### src/rtl/if_id_stage_pkg.sv
// Shared definitions for the LEGv8 fetch / IF-ID stage.
//   XZR_REG           : register number that never creates a dependency
//   RN_LSB/RM_LSB/RT_LSB : LSB positions of the source/target register fields
//   REG_W             : register-number width
//   fetch_state_e     : fetch controller states
package if_id_stage_pkg;

  localparam int unsigned REG_W  = 5;
  localparam logic [REG_W-1:0] XZR_REG = 5'd31;

  localparam int unsigned RN_LSB = 5;
  localparam int unsigned RM_LSB = 16;
  localparam int unsigned RT_LSB = 0;

  typedef enum logic {
    RUN  = 1'b0,
    SKID = 1'b1
  } fetch_state_e;

endpackage

### src/rtl/if_id_stage_load_use_detect.sv
// Combinational load-use hazard compare.
//   valid       : decode slot holds a real instruction
//   rn, rm, rt  : register fields of the instruction in decode
//   mem_read    : instruction in ID/EX is a load
//   write_reg   : destination register of the instruction in ID/EX
//   hazard      : decode instruction needs the loaded value next cycle
module load_use_detect
  import if_id_stage_pkg::*;
(
  input  logic             valid,
  input  logic [REG_W-1:0] rn,
  input  logic [REG_W-1:0] rm,
  input  logic [REG_W-1:0] rt,
  input  logic             mem_read,
  input  logic [REG_W-1:0] write_reg,
  output logic             hazard
);

  logic field_match;

  always_comb begin
    field_match = (write_reg == rn) || (write_reg == rm) || (write_reg == rt);
    // A load into XZR writes nothing, so it can never feed a consumer.
    hazard = valid && mem_read && (write_reg != XZR_REG) && field_match;
  end

endmodule

### src/rtl/if_id_stage.sv
// Fetch stage plus IF/ID pipeline register for the 64-bit LEGv8 pipeline.
//   CLOCK, RESET          : clock, synchronous active-high reset
//   imem_addr/imem_req    : instruction-memory request (address is the PC)
//   imem_rdata/imem_ready : instruction-memory response for imem_addr
//   idex_memRead, idex_write_reg : ID/EX contents used for load-use detection
//   branch_taken, branch_target  : M-stage redirect
//   PC_out, instruction_out, valid_out : decode-side IF/ID register
//   stall_out  : load-use stall (combinational)
//   bubble_out : ID/EX must load zeroed control this cycle (combinational)
module if_id_stage
  import if_id_stage_pkg::*;
#(
  parameter int unsigned             PC_WIDTH    = 64,
  parameter int unsigned             INSTR_WIDTH = 32,
  parameter logic [PC_WIDTH-1:0]     RESET_PC    = '0,
  parameter int unsigned             PC_STEP     = 4
) (
  input  logic                   CLOCK,
  input  logic                   RESET,
  output logic [PC_WIDTH-1:0]    imem_addr,
  output logic                   imem_req,
  input  logic [INSTR_WIDTH-1:0] imem_rdata,
  input  logic                   imem_ready,
  input  logic                   idex_memRead,
  input  logic [REG_W-1:0]       idex_write_reg,
  input  logic                   branch_taken,
  input  logic [PC_WIDTH-1:0]    branch_target,
  output logic [PC_WIDTH-1:0]    PC_out,
  output logic [INSTR_WIDTH-1:0] instruction_out,
  output logic                   valid_out,
  output logic                   stall_out,
  output logic                   bubble_out
);

  localparam logic [PC_WIDTH-1:0] STEP = PC_WIDTH'(PC_STEP);

  fetch_state_e              state_q, state_d;
  logic [PC_WIDTH-1:0]       pc_q, pc_d;
  logic [PC_WIDTH-1:0]       pc_out_q, pc_out_d;
  logic [INSTR_WIDTH-1:0]    instr_q, instr_d;
  logic                      valid_q, valid_d;
  logic [PC_WIDTH-1:0]       skid_pc_q, skid_pc_d;
  logic [INSTR_WIDTH-1:0]    skid_instr_q, skid_instr_d;
  logic                      skid_valid_q, skid_valid_d;

  logic hazard;
  logic stall;

  load_use_detect u_load_use_detect (
    .valid     (valid_q),
    .rn        (instr_q[RN_LSB +: REG_W]),
    .rm        (instr_q[RM_LSB +: REG_W]),
    .rt        (instr_q[RT_LSB +: REG_W]),
    .mem_read  (idex_memRead),
    .write_reg (idex_write_reg),
    .hazard    (hazard)
  );

  always_comb begin
    stall      = !RESET && hazard && !branch_taken;
    stall_out  = stall;
    bubble_out = stall || (!RESET && branch_taken);
    imem_addr  = pc_q;
    imem_req   = !RESET && (state_q == RUN);
  end

  always_comb begin
    state_d      = state_q;
    pc_d         = pc_q;
    pc_out_d     = pc_out_q;
    instr_d      = instr_q;
    valid_d      = valid_q;
    skid_pc_d    = skid_pc_q;
    skid_instr_d = skid_instr_q;
    skid_valid_d = skid_valid_q;

    if (branch_taken) begin
      // Redirect wins over stall and over any word returned this cycle.
      pc_d         = branch_target;
      valid_d      = 1'b0;
      instr_d      = '0;
      skid_valid_d = 1'b0;
      state_d      = RUN;
    end else begin
      unique case (state_q)
        RUN: begin
          if (!stall) begin
            if (imem_ready) begin
              pc_out_d = pc_q;
              instr_d  = imem_rdata;
              valid_d  = 1'b1;
              pc_d     = pc_q + STEP;
            end else begin
              valid_d  = 1'b0;
            end
          end else if (imem_ready) begin
            // Park the returned word instead of dropping it, so the
            // stall never forces a refetch.
            skid_pc_d    = pc_q;
            skid_instr_d = imem_rdata;
            skid_valid_d = 1'b1;
            state_d      = SKID;
          end
        end
        SKID: begin
          if (!stall) begin
            pc_out_d     = skid_pc_q;
            instr_d      = skid_instr_q;
            valid_d      = 1'b1;
            pc_d         = skid_pc_q + STEP;
            skid_valid_d = 1'b0;
            state_d      = RUN;
          end
        end
        default: state_d = RUN;
      endcase
    end
  end

  always_ff @(posedge CLOCK) begin
    if (RESET) begin
      state_q      <= RUN;
      pc_q         <= RESET_PC;
      pc_out_q     <= '0;
      instr_q      <= '0;
      valid_q      <= 1'b0;
      skid_pc_q    <= '0;
      skid_instr_q <= '0;
      skid_valid_q <= 1'b0;
    end else begin
      state_q      <= state_d;
      pc_q         <= pc_d;
      pc_out_q     <= pc_out_d;
      instr_q      <= instr_d;
      valid_q      <= valid_d;
      skid_pc_q    <= skid_pc_d;
      skid_instr_q <= skid_instr_d;
      skid_valid_q <= skid_valid_d;
    end
  end

  always_comb begin
    PC_out          = pc_out_q;
    instruction_out = instr_q;
    valid_out       = valid_q;
  end

endmodule

### config.mk
export PLATFORM = sky130hd
export DESIGN_NAME = if_id_stage
export DESIGN_NICKNAME = d
export VERILOG_FILES = /design/src/rtl/if_id_stage_pkg.sv /design/src/rtl/if_id_stage_load_use_detect.sv /design/src/rtl/if_id_stage.sv
export SDC_FILE = /design/constraint.sdc
export NUM_CORES = 1
export LEC_CHECK = 0
export CAP_MARGIN = 20
export CORE_MARGIN = 2
export CORE_UTILIZATION = 46
export CTS_BUF_LIST = sky130_fd_sc_hd__clkbuf_4
export DETAILED_ROUTE_END_ITERATION = 7
export MAX_ROUTING_LAYER = met4
export PLACE_DENSITY = 0.73
export SYNTH_ARGS = -nofsm -noshare
export SYNTH_HDL_FRONTEND = slang
export SYNTH_HIERARCHICAL = 1
export SYNTH_SLANG_ARGS = --single-unit
### constraint.sdc
create_clock -name CLOCK -period 4.4 [get_ports CLOCK]
set_input_delay 0.88 -clock CLOCK [delete_from_list [all_inputs] [get_ports CLOCK]]
set_output_delay 0.88 -clock CLOCK [all_outputs]
set_load 0.005 [all_outputs]
==> impl_results.md, run 1 <==
- Status: finished, final reports clean
- Hold endpoint: skid_pc_q[62]
- First-pass GRT wire length: 66940 µm
- H-tree depth: 3
- GR Util All Layers: 29.18%
- Clk sinks: 258
- Final hold violations: 0
- Type of origin of the critical path: input port
- Worst slew pin tran: 931.1 ps
- Placed insts: 2187
- P_leak: 5.604 nW
- CTS Buf Count: 72
- Power Dens Cells: 323.2 nW/µm²
- IO Pins: 270
- Commonest non-fill, non-tap cell in the layout: nand2_1
- Area of the multi-input gates: 7288 µm²
- Initial Util: 46.81%
- Initial drt markers: 1104
- 1st-pass router iterations: 5
- Mean Syn Cell Area: 7.961 µm²
- Core Rows: 61
- Hold wc startpoint: skid_pc_q[62]
- Worst-Skew Late Latency: 670 ps
- Fin. max-slew vios: 0
- Die ar.: 29710 µm²
- Critical Path End Type: output port
- YS warnings: 6
- Most frequent cells in the layout: nand2_1, clkdlybuf4s50_1, dfxtp_1, a21oi_1, nor2_1
- Max FO, Critical Path: 5
- Crit Path Category: input port to output port
- RSZ-0062 raised after global routing: no
- Min Tclk post-route: 3986 ps
- Largest net degree at the start of global routing: 103
- CTS clock-pin slew for the worst setup and hold paths: 60 ps
- Worst Skew: 40.23 ps
- Via density: 5.808
- Post CTS Setup Buffer Count: 0
- Antenna Violating Nets Remaining: 0
- Die W: 172.4 µm
- Number of flops mapped to enable cells by yosys: 0
- Register area share after synthesis: 39.61%
- Post-cts resize count: 0
- Vias in the first global route: 12690
- Worst hold path type: register to register
- Final worst-path cycle share: 90.60%
- F_max: 250.8 MHz
- Filler Cell Count: 2531
- Final setup vio count: 0
- Final non-filler cell total: 2310
- Worst Hold Margin: 454.1 ps
- Post-synth top area share: 39.61%
- WP data required: 3520 ps
- Maximum clock path buffer count: 3
- Reg2Reg Setup Slack: 740 ps
- Post-Synthesis Cells: 1638
- Seq cells post-synth: 258
- RR Endpoint: imem_addr[56]
- Initial antenna violation count: 2
- Reg2Reg Depth: 8
- Maximum vdd drop: 0.1970 mV
- Net count after synthesis: 1745
- Main synth FF type: dfxtp_1
- Yosys cell types: 63
- Pwr Total: 5.453 mW
- Max Cap Viol: 0
- R2r startpoint: state_q
- Port bufs: 269
- Data arrival time of the worst path: 3110 ps
- Total global routing overflow: 0
- HPWL Detailed: 28560 µm
- Slew HR: 37.93%
- CTS tree: yes
- Layout Nets: 1990
- CORE AREA: 27860 µm²
- Hold_buf cts: 0
- Layout area overhead: 29.38%
- Dominant cell type by area after synthesis: dfxtp_1
- Die height: 172.4 µm
- Gpl congestion: 0.9263
- DR vias: 13420
- DR WL/cell: 18.59 µm
- Reg area: 5169 µm²
- Setup tns final: 0 ps
- Residual DRC: 0
- Mapped cell area: 13040 µm²
- Ys async rst share: 0%
- Share of post-route cells with drive strength above 1: 9.845%
- Drt total wl: 42950 µm
- Hold depth: 2
- Area contributors post-synth: dfxtp_1, nand2_1, mux2i_1, a21oi_1, a211oi_1
- CTS root buffer: clkbuf_4
-- how the worst max path moves through the flow --
stage	startpoint	end	slack (ps)	depth (start not counted)
final	idex_write_reg[1]	stall_out	410	8
after global routing	idex_write_reg[1]	stall_out	260	8
after CTS	idex_write_reg[1]	stall_out	420	8
after detailed placement	idex_write_reg[1]	stall_out	430	8
after global placement	idex_write_reg[2]	stall_out	440	8
after floorplan	state_q	imem_addr[46]	990	15
-- state kept, by name, summed over array words and instances (netlist names) --
name             flops
state_q              1
imem_addr           64
skid_instr_q        32
valid_out            1
instruction_out     32
PC_out              64
skid_pc_q           64
-- where the power goes --
part           internal [mW]  switching (mW)  total (mW)  leakage (nW)
Sequential              2.43           0.107        2.53          2.11
Clock                   1.22            1.01        2.24         0.556
Combinational          0.360           0.325       0.685          2.94
Total                   4.01            1.45        5.45          5.60
-- per-layer routing --
metal / track usage, % / up-vias / wire length, µm
li1: - / 6378 / -
met1: 36.79 / 6343 / 17910
met2: 45.13 / 621 / 19790
met3: 7.645 / 75 / 4145
met4: 10.56 / 0 / 1107
met5: - / - / 0
-- worst max-delay path, cell delays in order --
cell and delay [ps]:
clkdlybuf4s50_1 520, xor2_1 210, nor3_1 200, a22oi_1 120, a21oi_1 380, inv_1 110
nor2_1 160, clkdlybuf4s50_1 520
-- layout make-up --
class / instances / share of cell area (%)
inverters: 20 / 0.4450
multi-input cells: 1234 / 43.20
well taps: 378 / 2.803
flip-flops and latches: 258 / 30.64
clock inverters: 7 / 0.3189
repair buffers: 297 / 17.49
diodes: 2 / 0.02966
clock buffers: 114 / 5.073
-- cell families (layout without fill, tap and decap cells) --
| kind of cell | after synthesis | after routing | share of synthesized area [%] |
|---|---|---|---|
| and+or+nand+nor | 694 | 694 | 24.68 |
| AOI/OAI and AO/OA | 383 | 383 | 19.10 |
| DFF | 258 | 258 | 39.61 |
| buffers and inverters | 146 | 438 | 4.788 |
| muxes | 111 | 111 | 8.703 |
| xor gates and xnor gates | 45 | 45 | 3.022 |
| adders and majority gates | 1 | 1 | 0.09594 |
| other | 0 | 2 | 0 |
-- metrics by stage --
stage,cell area [µm²],worst slack (ps),util [%]
after detailed placement,15960,430.6,57.28
after floorplan,13040,991.2,-
after CTS,16870,418.5,60.54
after global placement,15960,441.3,57.28
final,16870,413.5,60.56
after global routing,16870,255.1,60.56
-- Yosys cell counts, drive strengths merged (2+ instances only) --
cell type and number:
a211o 10, nand3b 38, o32a 4, inv 20
mux2 19, nand4b 6, xnor2 11, nand3 66
nor4b 2, nand2b 8, or3 8, nor3b 7
a32o 2, a2111oi 6, xor2 34, a222oi 7
nand4 26, and2 2, clkbuf 86, a21oi 160
a311oi 9, and3 3, a211oi 91, dfxtp 258
a31oi 2, and4 3, nor3 28, nand2 316
o31ai 5, mux2i 92, buf 40, a221oi 7
o22ai 18, nor4 11, o32ai 4, or2 2
o21ai 25, nor2 156, a22oi 15, o211ai 10
nor2b 11
Note: power is estimated with default switching activity, not from simulation.
==> run 2: changes to the inputs <==
--- a/config.mk
+++ b/config.mk
@@ -5,13 +5,13 @@
 export SDC_FILE = /design/constraint.sdc
 export NUM_CORES = 1
 export LEC_CHECK = 0
-export CAP_MARGIN = 20
+export CAP_MARGIN = 0
 export CORE_MARGIN = 2
 export CORE_UTILIZATION = 46
 export CTS_BUF_LIST = sky130_fd_sc_hd__clkbuf_4
 export DETAILED_ROUTE_END_ITERATION = 7
 export MAX_ROUTING_LAYER = met4
-export PLACE_DENSITY = 0.73
+export PLACE_DENSITY = 0.78
 export SYNTH_ARGS = -nofsm -noshare
 export SYNTH_HDL_FRONTEND = slang
 export SYNTH_HIERARCHICAL = 1
==> run 2 against run 1 <==
Effect of this change:
- utilization hardly changed
- worst setup slack better by 110 ps
- design area hardly changed
- via count is 0.12% lower
- cell count hardly changed
- register-to-register slack worse by 190 ps
- maximum frequency is 2.8% higher
- flip-flop and latch count stayed put
- wire length is 1.7% lower
- the flow now finishes with violations (DRC)
- critical path type unchanged
- worst hold slack hardly changed
==> impl_results.md, run 2 (synthesis results as in run 1) <==
- Area of the multi-input gates: 7288 µm² (unchanged)
- P_leak: 5.590 nW (-0.25%)
- Max FO, Critical Path: 4 (-1)
- Top cell family by delay on the critical path: buffers and inverters
- DR WL/cell: 18.28 µm (-1.7%)
- F_max: 257.8 MHz (+2.8%)
- IO Pins: 270 (unchanged)
- Post CTS Setup Buffer Count: 0 (unchanged)
- CTS tree: yes
- CORE AREA: 27860 µm² (unchanged)
- H-tree depth: 3 (unchanged)
- Final setup vio count: 0 (unchanged)
- First-pass GRT wire length: 65940 µm (-1.5%)
- Largest net degree at the start of global routing: 192 (+86%)
- Slew HR: 40.90% (+3.0 points)
- Critical Path End Type: output port
- Finished Cell Area: 16860 µm² (about the same)
- Final worst-path cycle share: 88.15% (-2.5 points)
- CTS root buffer: clkbuf_4
- GR Util All Layers: 28.66% (-0.52 points)
- Worst Skew: 46.49 ps (+6.259 ps)
- WP data required: 3520 ps (about the same)
- Via density: 5.804 (about the same)
- Total global routing overflow: 0 (unchanged)
- HPWL Detailed: 28400 µm (-0.55%)
- Clk sinks: 258 (unchanged)
- CP max stage cell: clkdlybuf4s50_1
- Initial drt markers: 1246 (+13%)
- Dpl cell area: 15950 µm² (about the same)
- Setup tns final: 0 ps (unchanged)
- Failing checks: DRC
- Critical-path cell list: clkdlybuf4s50_1 -> xor2_1 -> nor3_1 -> nand3_1 -> a21oi_1 -> buf_4 -> nor2_1 -> nor2_1 -> clkdlybuf4s50_1
- Die W: 172.4 µm (unchanged)
- Commonest non-fill, non-tap cell in the layout: nand2_1
- Hold_buf cts: 0 (unchanged)
- Die height: 172.4 µm (unchanged)
- RSZ-0062 raised after global routing: no
- Layout Nets: 1988 (-0.10%)
- Data arrival time of the worst path: 3000 ps (-110 ps)
- CTS clock-pin slew for the worst setup and hold paths: 60 ps (about the same)
- Worst hold path type: register to register
- Power Dens Cells: 321.8 nW/µm² (-0.42%)
- DR vias: 13400 (-0.12%)
- Placed insts: 2184 (-0.14%)
- Type of origin of the critical path: input port
- Status: finished, violations left
- Residual DRC: 1 (+1)
- Biggest cell delay along the critical path: 520 ps (about the same)
- Maximum clock path buffer count: 3 (unchanged)
- Worst slew pin tran: 886.5 ps (-44.60 ps)
- Initial Util: 46.81% (unchanged)
- Vias in the first global route: 12650 (-0.31%)
- Port bufs: 269 (unchanged)
- Die ar.: 29710 µm² (unchanged)
- Post-cts resize count: 0 (unchanged)
- Drt total wl: 42210 µm (-1.7%)
- Antenna Violating Nets Remaining: 0 (unchanged)
- Final non-filler cell total: 2309 (-0.043%)
- Initial antenna violation count: 1 (-1)
- Worst-Skew Late Latency: 680 ps (about the same)
- Core Rows: 61 (unchanged)
- Most frequent cells in the layout: nand2_1, clkdlybuf4s50_1, dfxtp_1, a21oi_1, nor2_1
- Gpl congestion: 0.9384 (+1.3%)
- 1st-pass router iterations: 8 (+3)
- Reg area: 5169 µm² (unchanged)
- Fin. max-slew vios: 0 (unchanged)
- Layout area overhead: 29.30% (about the same)
- Share of post-route cells with drive strength above 1: 9.590% (-0.25 points)
- Maximum vdd drop: 0.1974 mV (+0.16%)
- Min Tclk post-route: 3878 ps (-108.1 ps)
- Crit Path Category: input port to output port
- Final hold violations: 0 (unchanged)
- Max Cap Viol: 0 (unchanged)
- CTS Buf Count: 73 (+1.4%)
- CP bufs+invs: 3 (unchanged)
- Filler Cell Count: 2469 (-2.4%)
==> run 2: cell types whose count changed in the layout (fill, tap and decap cells not counted) <==
cell,delta
buf_12,+1
clkbuf_4,-2
buf_4,-4
clkinv_1,+4
==> run 2: layer usage <==
layer / share of wire (%) / GRT usage [%] / wire [µm] / vias up
li1: - / - / - / 6389
met1: 42 / 36.20 / 17730 / 6286
met3: 9.5 / 7.256 / 3999 / 107
met5: 0 / - / 0 / -
met4: 3.3 / 11.76 / 1392 / 0
met2: 45 / 43.77 / 19080 / 619
==> run 2: report_power, final <==
group / internal [mW] / switching (mW) / total (mW)
clock: 1.21 / 1.00 / 2.21
sequential: 2.43 / 0.108 / 2.53
combinational: 0.360 / 0.323 / 0.683
==> run 2: stage by stage <==
stage | hold WS, ps | util [%] | total power [mW] | setup WS (ps)
finish | 454.5 | 60.53 | 5.427 | 521.6
global route | 474.6 | 60.53 | 5.658 | 272.0
CTS | 455.3 | 60.51 | 5.473 | 515.2
detailed placement | 446.8 | 57.24 | 3.262 | 537.3
global placement | 438.7 | 57.24 | 3.246 | 600.8
floorplan | 432.9 | - | 2.860 | 991.2
==> run 2: path summary, 6_finish.rpt <==
path                           from          endpoint  slack, ps  cells past startpoint
setup / recovery  idex_write_reg[3]        bubble_out        520                      9
setup reg to reg            state_q     imem_addr[60]        550                      7
hold / removal     skid_instr_q[23]  skid_instr_q[23]        450                      2
hold reg to reg    skid_instr_q[23]  skid_instr_q[23]        450                      2
==> run 2: final cells by class <==
cell class | instances | share of cell area [%]
Antenna cell | 2 | 0.02968
Timing Repair Buffer | 294 | 17.45
Clock buffer | 112 | 4.987
Inverter | 20 | 0.4452
Clock inverter | 11 | 0.4081
Multi-Input combinational cell | 1234 | 43.22
Tap cell | 378 | 2.805
Sequential cell | 258 | 30.65
==> run 2: worst register-to-register path, stage by stage (launching register included) <==
cell,delay [ps]
dfxtp_4,840
buf_12,590
nand3_1,340
a222oi_1,710
nand2_1,160
nor3_1,640
mux2_2,410
nor2_1,90
